`src/rtl/mpu_pkg.sv`:
```
// Shared definitions for the MPU program sequencer: state encoding, size defaults
// and the jump-target builder used by the decoder-facing address logic.
package mpu_pkg;

    typedef enum logic {
        RUN  = 1'b0,
        HOLD = 1'b1
    } seq_state_t;

    localparam int PC_W_DEFAULT        = 8;
    localparam int STACK_DEPTH_DEFAULT = 4;

    // Jump targets are 4-bit aligned pages: nibble in the top bits, zeros below.
    function automatic logic [31:0] jump_target(input int pc_w, input logic [3:0] nibble);
        return {28'b0, nibble} << (pc_w - 4);
    endfunction

endpackage

```
`src/rtl/return_stack.sv`:
```
// LIFO of return addresses for call/ret. Overflowing pushes and underflowing
// pops are dropped; the caller reports them.
module return_stack
    import mpu_pkg::*;
#(
    parameter int W     = PC_W_DEFAULT,
    parameter int DEPTH = STACK_DEPTH_DEFAULT
) (
    input  logic         clk,
    input  logic         sync_reset_n,
    input  logic         push,
    input  logic         pop,
    input  logic [W-1:0] push_data,
    output logic [W-1:0] top,
    output logic         full,
    output logic         empty
);

    localparam int SP_W = $clog2(DEPTH) + 1;

    logic [W-1:0]      mem [DEPTH];
    logic [SP_W-1:0]   sp_reg;
    logic [SP_W-2:0]   top_idx;
    logic [SP_W-2:0]   wr_idx;
    logic              push_ok;
    logic              pop_ok;

    assign empty   = (sp_reg == '0);
    assign full    = (sp_reg == SP_W'(DEPTH));
    assign top_idx = (SP_W-1)'(sp_reg - SP_W'(1));
    assign wr_idx  = sp_reg[SP_W-2:0];
    assign pop_ok  = pop && !empty;
    assign push_ok = push && !full && !pop;

    // Top of stack must be visible in the same cycle as ret, so the read is combinational.
    assign top = empty ? '0 : mem[top_idx];

    always_ff @(posedge clk) begin
        if (!sync_reset_n) begin
            sp_reg <= '0;
        end else if (pop_ok) begin
            sp_reg <= sp_reg - SP_W'(1);
        end else if (push_ok) begin
            sp_reg <= sp_reg + SP_W'(1);
        end
    end

    always_ff @(posedge clk) begin
        if (sync_reset_n && push_ok) begin
            mem[wr_idx] <= push_data;
        end
    end

endmodule

```
`src/rtl/program_sequencer.sv`:
```
// Program-memory address sequencer: PC, jumps, hold/resume and optional
// call/return stack (enabled by defining MPU_CALL_STACK_EN).
module program_sequencer
    import mpu_pkg::*;
#(
    parameter int PC_W        = PC_W_DEFAULT,
    parameter int STACK_DEPTH = STACK_DEPTH_DEFAULT
) (
    input  logic            clk,
    input  logic            sync_reset_n,
    input  logic            jmp,
    input  logic            jmp_nz,
    input  logic [3:0]      jmp_addr,
    input  logic            dont_jmp,
    input  logic            call,
    input  logic            ret,
    input  logic            hold,
    output logic [PC_W-1:0] pm_addr,
    output logic [PC_W-1:0] pc,
    output logic [15:0]     instr_count,
    output logic            stack_err
);

    seq_state_t      state_reg, state_next;
    logic [PC_W-1:0] pc_reg;
    logic [PC_W-1:0] pend_addr_reg;
    logic [15:0]     count_reg;
    logic [PC_W-1:0] target;
    logic [PC_W-1:0] pc_inc;
    logic [PC_W-1:0] run_addr;
    logic            run_cycle;

    assign target    = PC_W'(jump_target(PC_W, jmp_addr));
    assign pc_inc    = pc_reg + PC_W'(1);
    assign run_cycle = (state_reg == RUN);

`ifdef MPU_CALL_STACK_EN
    logic [PC_W-1:0] stack_top;
    logic            stack_full, stack_empty;
    logic            push_req, pop_req, err_req;
    logic            err_reg;

    always_comb begin
        run_addr = pc_inc;
        push_req = 1'b0;
        pop_req  = 1'b0;
        err_req  = 1'b0;
        if (ret) begin
            if (stack_empty) begin
                err_req = 1'b1;
            end else begin
                run_addr = stack_top;
                pop_req  = 1'b1;
            end
        end else if (call) begin
            run_addr = target;
            if (stack_full) begin
                err_req = 1'b1;
            end else begin
                push_req = 1'b1;
            end
        end else if (jmp || (jmp_nz && !dont_jmp)) begin
            run_addr = target;
        end
    end

    // Stack side effects commit on every RUN cycle, including the one that enters HOLD.
    return_stack #(.W(PC_W), .DEPTH(STACK_DEPTH)) u_return_stack (
        .clk          (clk),
        .sync_reset_n (sync_reset_n),
        .push         (push_req && run_cycle),
        .pop          (pop_req && run_cycle),
        .push_data    (pc_inc),
        .top          (stack_top),
        .full         (stack_full),
        .empty        (stack_empty)
    );

    always_ff @(posedge clk) begin
        if (!sync_reset_n) begin
            err_reg <= 1'b0;
        end else if (run_cycle && err_req) begin
            err_reg <= 1'b1;
        end
    end

    assign stack_err = err_reg;
`else
    logic unused_inputs;
    localparam int unused_stack_depth = STACK_DEPTH;

    always_comb begin
        run_addr = pc_inc;
        if (jmp || (jmp_nz && !dont_jmp)) begin
            run_addr = target;
        end
    end

    assign unused_inputs = ^{call, ret};
    assign stack_err     = 1'b0;
`endif

    always_comb begin
        state_next = state_reg;
        pm_addr    = pc_reg;
        unique case (state_reg)
            RUN: begin
                if (hold) begin
                    state_next = HOLD;
                end else begin
                    pm_addr = run_addr;
                end
            end
            HOLD: begin
                if (!hold) begin
                    pm_addr    = pend_addr_reg;
                    state_next = RUN;
                end
            end
            default: state_next = RUN;
        endcase
        if (!sync_reset_n) begin
            pm_addr    = '0;
            state_next = RUN;
        end
    end

    always_ff @(posedge clk) begin
        if (!sync_reset_n) begin
            state_reg     <= RUN;
            pc_reg        <= '0;
            pend_addr_reg <= '0;
            count_reg     <= '0;
        end else begin
            state_reg <= state_next;
            pc_reg    <= pm_addr;
            if (run_cycle && hold) begin
                pend_addr_reg <= run_addr;
            end
            if (run_cycle && !hold && count_reg != 16'hFFFF) begin
                count_reg <= count_reg + 16'd1;
            end
        end
    end

    assign pc          = pc_reg;
    assign instr_count = count_reg;

endmodule
```
`config.mk`:
```
export PLATFORM = sky130hd
export DESIGN_NAME = program_sequencer
export DESIGN_NICKNAME = d
export VERILOG_FILES = /design/src/rtl/mpu_pkg.sv /design/src/rtl/return_stack.sv /design/src/rtl/program_sequencer.sv
export SDC_FILE = /design/constraint.sdc
export NUM_CORES = 1
export LEC_CHECK = 0
export ABC_AREA = 1
export CORE_MARGIN = 2
export CORE_UTILIZATION = 47
export CTS_BUF_LIST = sky130_fd_sc_hd__clkbuf_16
export DETAILED_ROUTE_END_ITERATION = 16
export PLACE_DENSITY_LB_ADDON = 0.08
export SLEW_MARGIN = 10
export SYNTH_ARGS = -nofsm -noshare
export SYNTH_HDL_FRONTEND = slang
export SYNTH_SLANG_ARGS = --single-unit
export TNS_END_PERCENT = 30
```
`constraint.sdc`:
```
create_clock -name clk -period 4.5 [get_ports clk]
set_clock_uncertainty 0.05 [all_clocks]
set_input_delay 0.9 -clock clk [delete_from_list [all_inputs] [get_ports clk]]
set_output_delay 0.9 -clock clk [all_outputs]
set_load 0.01 [all_outputs]
```
==> flow_summary.json <==
{
  "post-route-period-util_pct": 84.48,
  "hold_class": "flop to flop",
  "ys_types": 30,
  "cp.depth": 8,
  "cp_max_fo": 8,
  "dr.pass1.iters": 4,
  "drc": 0,
  "slowest_delay_ns": 0.54,
  "syn2layout_area_growth_pct": 29.86,
  "final_cells": 389,
  "dpl_cell_area_um2": 2372,
  "synthFlopType": "dfxtp_1",
  "ys_warn_count": 0,
  "grt_max_degree": 17,
  "register_area_um2": 660.6,
  "power.density_nw_per_um2": 290.7,
  "vias_per_cell": 5.039,
  "cp.required_ns": 3.55,
  "fp.dieH_um": 68.11,
  "grt_overflow": 0,
  "yosysTopAreaCellShare_pct": 34.20,
  "cp_slowest_cell": "clkdlybuf4s50_1",
  "peakVddDrop_v": 0.0001436,
  "drt_iter0_markers": 190,
  "finalSetupViolations": 0,
  "holdBufCountCts": 0,
  "reg2reg_depth": 8,
  "syn_avg_cell_area_um2": 6.549,
  "yosysSeqAreaShare_pct": 34.20,
  "clkLatencyLatePin_ns": 0.27,
  "cp.arrival_ns": 2.85,
  "synth_area_leader_cell": "dfxtp_1",
  "leakage_uw": 0.0009948,
  "grt_pass1_vias": 1778,
  "min_period_ns": 3.802,
  "clkSlewWorstSetupHoldPaths_ns": 0.05,
  "crit_family": "buffers and inverters",
  "cts_tree": "done",
  "path_cells": "clkdlybuf4s50_1 -> inv_1 -> a21oi_2 -> inv_1 -> a21oi_1 -> a31oi_1 -> nor2_1 -> clkdlybuf4s50_1",
  "cts_root_buf": "clkbuf_16",
  "multiInputGateArea_um2": 1059,
  "min_path_cells": 2,
  "rows": 23,
  "cts_made_buffers": 5,
  "end_kind": "output port",
  "synth_edf_count": 0,
  "hold_violations": 0,
  "synth.area.top_cells": "dfxtp_1, nand2_1, inv_1",
  "portBuffers": 41,
  "async_flop_share_pct": 0,
  "antenna_cells": 0,
  "drive_gt1_share_pct": 8.555,
  "syn-num-nets": 309,
  "fmax_mhz": 263.0,
  "dp.cells": 381,
  "core_area_um2": 3971,
  "die-area_um2": 4639,
  "busiest_layer": "met2",
  "hpwl_um": 3323,
  "crit_type": "input pin to output port",
  "design_area_um2": 2509,
  "gp_congestion": 0.8569,
  "ys_ff_latch": 33,
  "routed_wl_um": 4587,
  "drtAntennaViolNets": 0,
  "nets": 352,
  "nFillCells": 390,
  "synth_most_common_cell": "nand2_1",
  "cp_num_buf_inv": 4,
  "die_width_um": 68.11,
  "clk_path_buf_depth": 2,
  "critPathLaunchType": "input pin",
  "cts_sinks": 33,
  "synth_commonest_cells": "nand2_1, inv_1, dfxtp_1, nor2_1, a21oi_1",
  "synth_cells": 295,
  "htree_levels": 2,
  "grt_util_met3_pct": 4.770,
  "ioPinCount": 45,
  "wl_per_cell_um": 11.79,
  "antenna_found_initial": 0,
  "post_cts.repair.setup_buffers": 0,
  "syn_area_um2": 1932,
  "grt_use_total_pct": 21.82,
  "met2_usage_pct": 38.59,
  "use_met1_pct": 25.28,
  "cts_resized": 0,
  "rsz0062_at_grt": "false",
  "maxCapViolCount": 0,
  "grt_pass1_wl_um": 7645,
  "largest_reg_flops": 16,
  "initial_core_util_pct": 48.65,
  "status": "finished, final reports clean",
  "maxSlewViolCount": 0,
  "num_vias": 1960,
  "fin_setup_tns_ns": 0
}
-- placed cells by master (no fill, tap or decap), types with 4 or more instances in the layout --
master / instances
o22ai_1: 4
nand4_1: 4
nand3_1: 17
clkbuf_16: 5
xnor2_1: 4
a21oi_2: 9
a21oi_1: 24
dfxtp_1: 33
o21ai_0: 10
inv_1: 44
nor2_1: 29
clkdlybuf4s50_1: 41
nand2_1: 83
-- worst min-delay path, delay by kind of cell (launching register included) --
family	cells	cell delay, ns
AND/OR/NAND/NOR	1	0.06
flip-flops	1	0.31
AO/OA/AOI/OAI	1	0.06
-- worst paths after layout --
| check | startpoint | to | slack, ns |
|---|---|---|---|
| worst min register to register | pend_addr_reg[1] | pend_addr_reg[1] | 0.42 |
| worst min-delay path | pend_addr_reg[1] | pend_addr_reg[1] | 0.42 |
| worst max register to register | instr_count[0] | instr_count[8] | 2.60 |
| worst max-delay path | dont_jmp | pm_addr[3] | 0.70 |
-- area by class of cell --
| type | count | area share (%) |
|---|---|---|
| Clock buffer | 5 | 4.988 |
| Timing Repair Buffer | 43 | 16.96 |
| Clock inverter | 3 | 0.4489 |
| Tap cell | 50 | 2.494 |
| Sequential cell | 33 | 26.33 |
| Inverter | 44 | 6.584 |
| Multi-Input combinational cell | 211 | 42.19 |
-- per-stage QoR --
step / setup WS (ns) / power [uW] / util (%) / hold slack (ns)
6_report: 0.6982 / 729.3 / 63.17 / 0.4231
5_1_grt: 0.5542 / 762.6 / 63.17 / 0.4695
4_1_cts: 0.6984 / 738.8 / 63.17 / 0.4193
3_5_place_dp: 0.6781 / 420.9 / 59.74 / 0.4111
3_3_place_gp: 0.7021 / 419.7 / 59.74 / 0.4057
2_1_floorplan: 1.832 / 379.4 / - / 0.3954
-- kinds of logic after synthesis --
group | count (synthesis) | synth area share, %
AOI/OAI and AO/OA | 55 | 17.10
xor gates and xnor gates | 7 | 3.174
adders and majority gates | 2 | 1.295
buffers and inverters | 51 | 11.01
DFF | 33 | 34.20
other | 1 | 0.1941
and+or+nand+nor | 146 | 33.03
-- report_power, final --
group	leakage [uW]	switching, uW	internal, uW
Sequential	0.000269	10.9	305
Clock	0.0000776	116	199
Combinational	0.000648	54.8	44.5
-- routing by layer --
metal	vias to the layer above	wire, um
met5	-	0
met4	0	82
met3	8	205
met2	42	2203
met1	884	2096
li1	1026	-
Power figures use the tool's default switching activity.
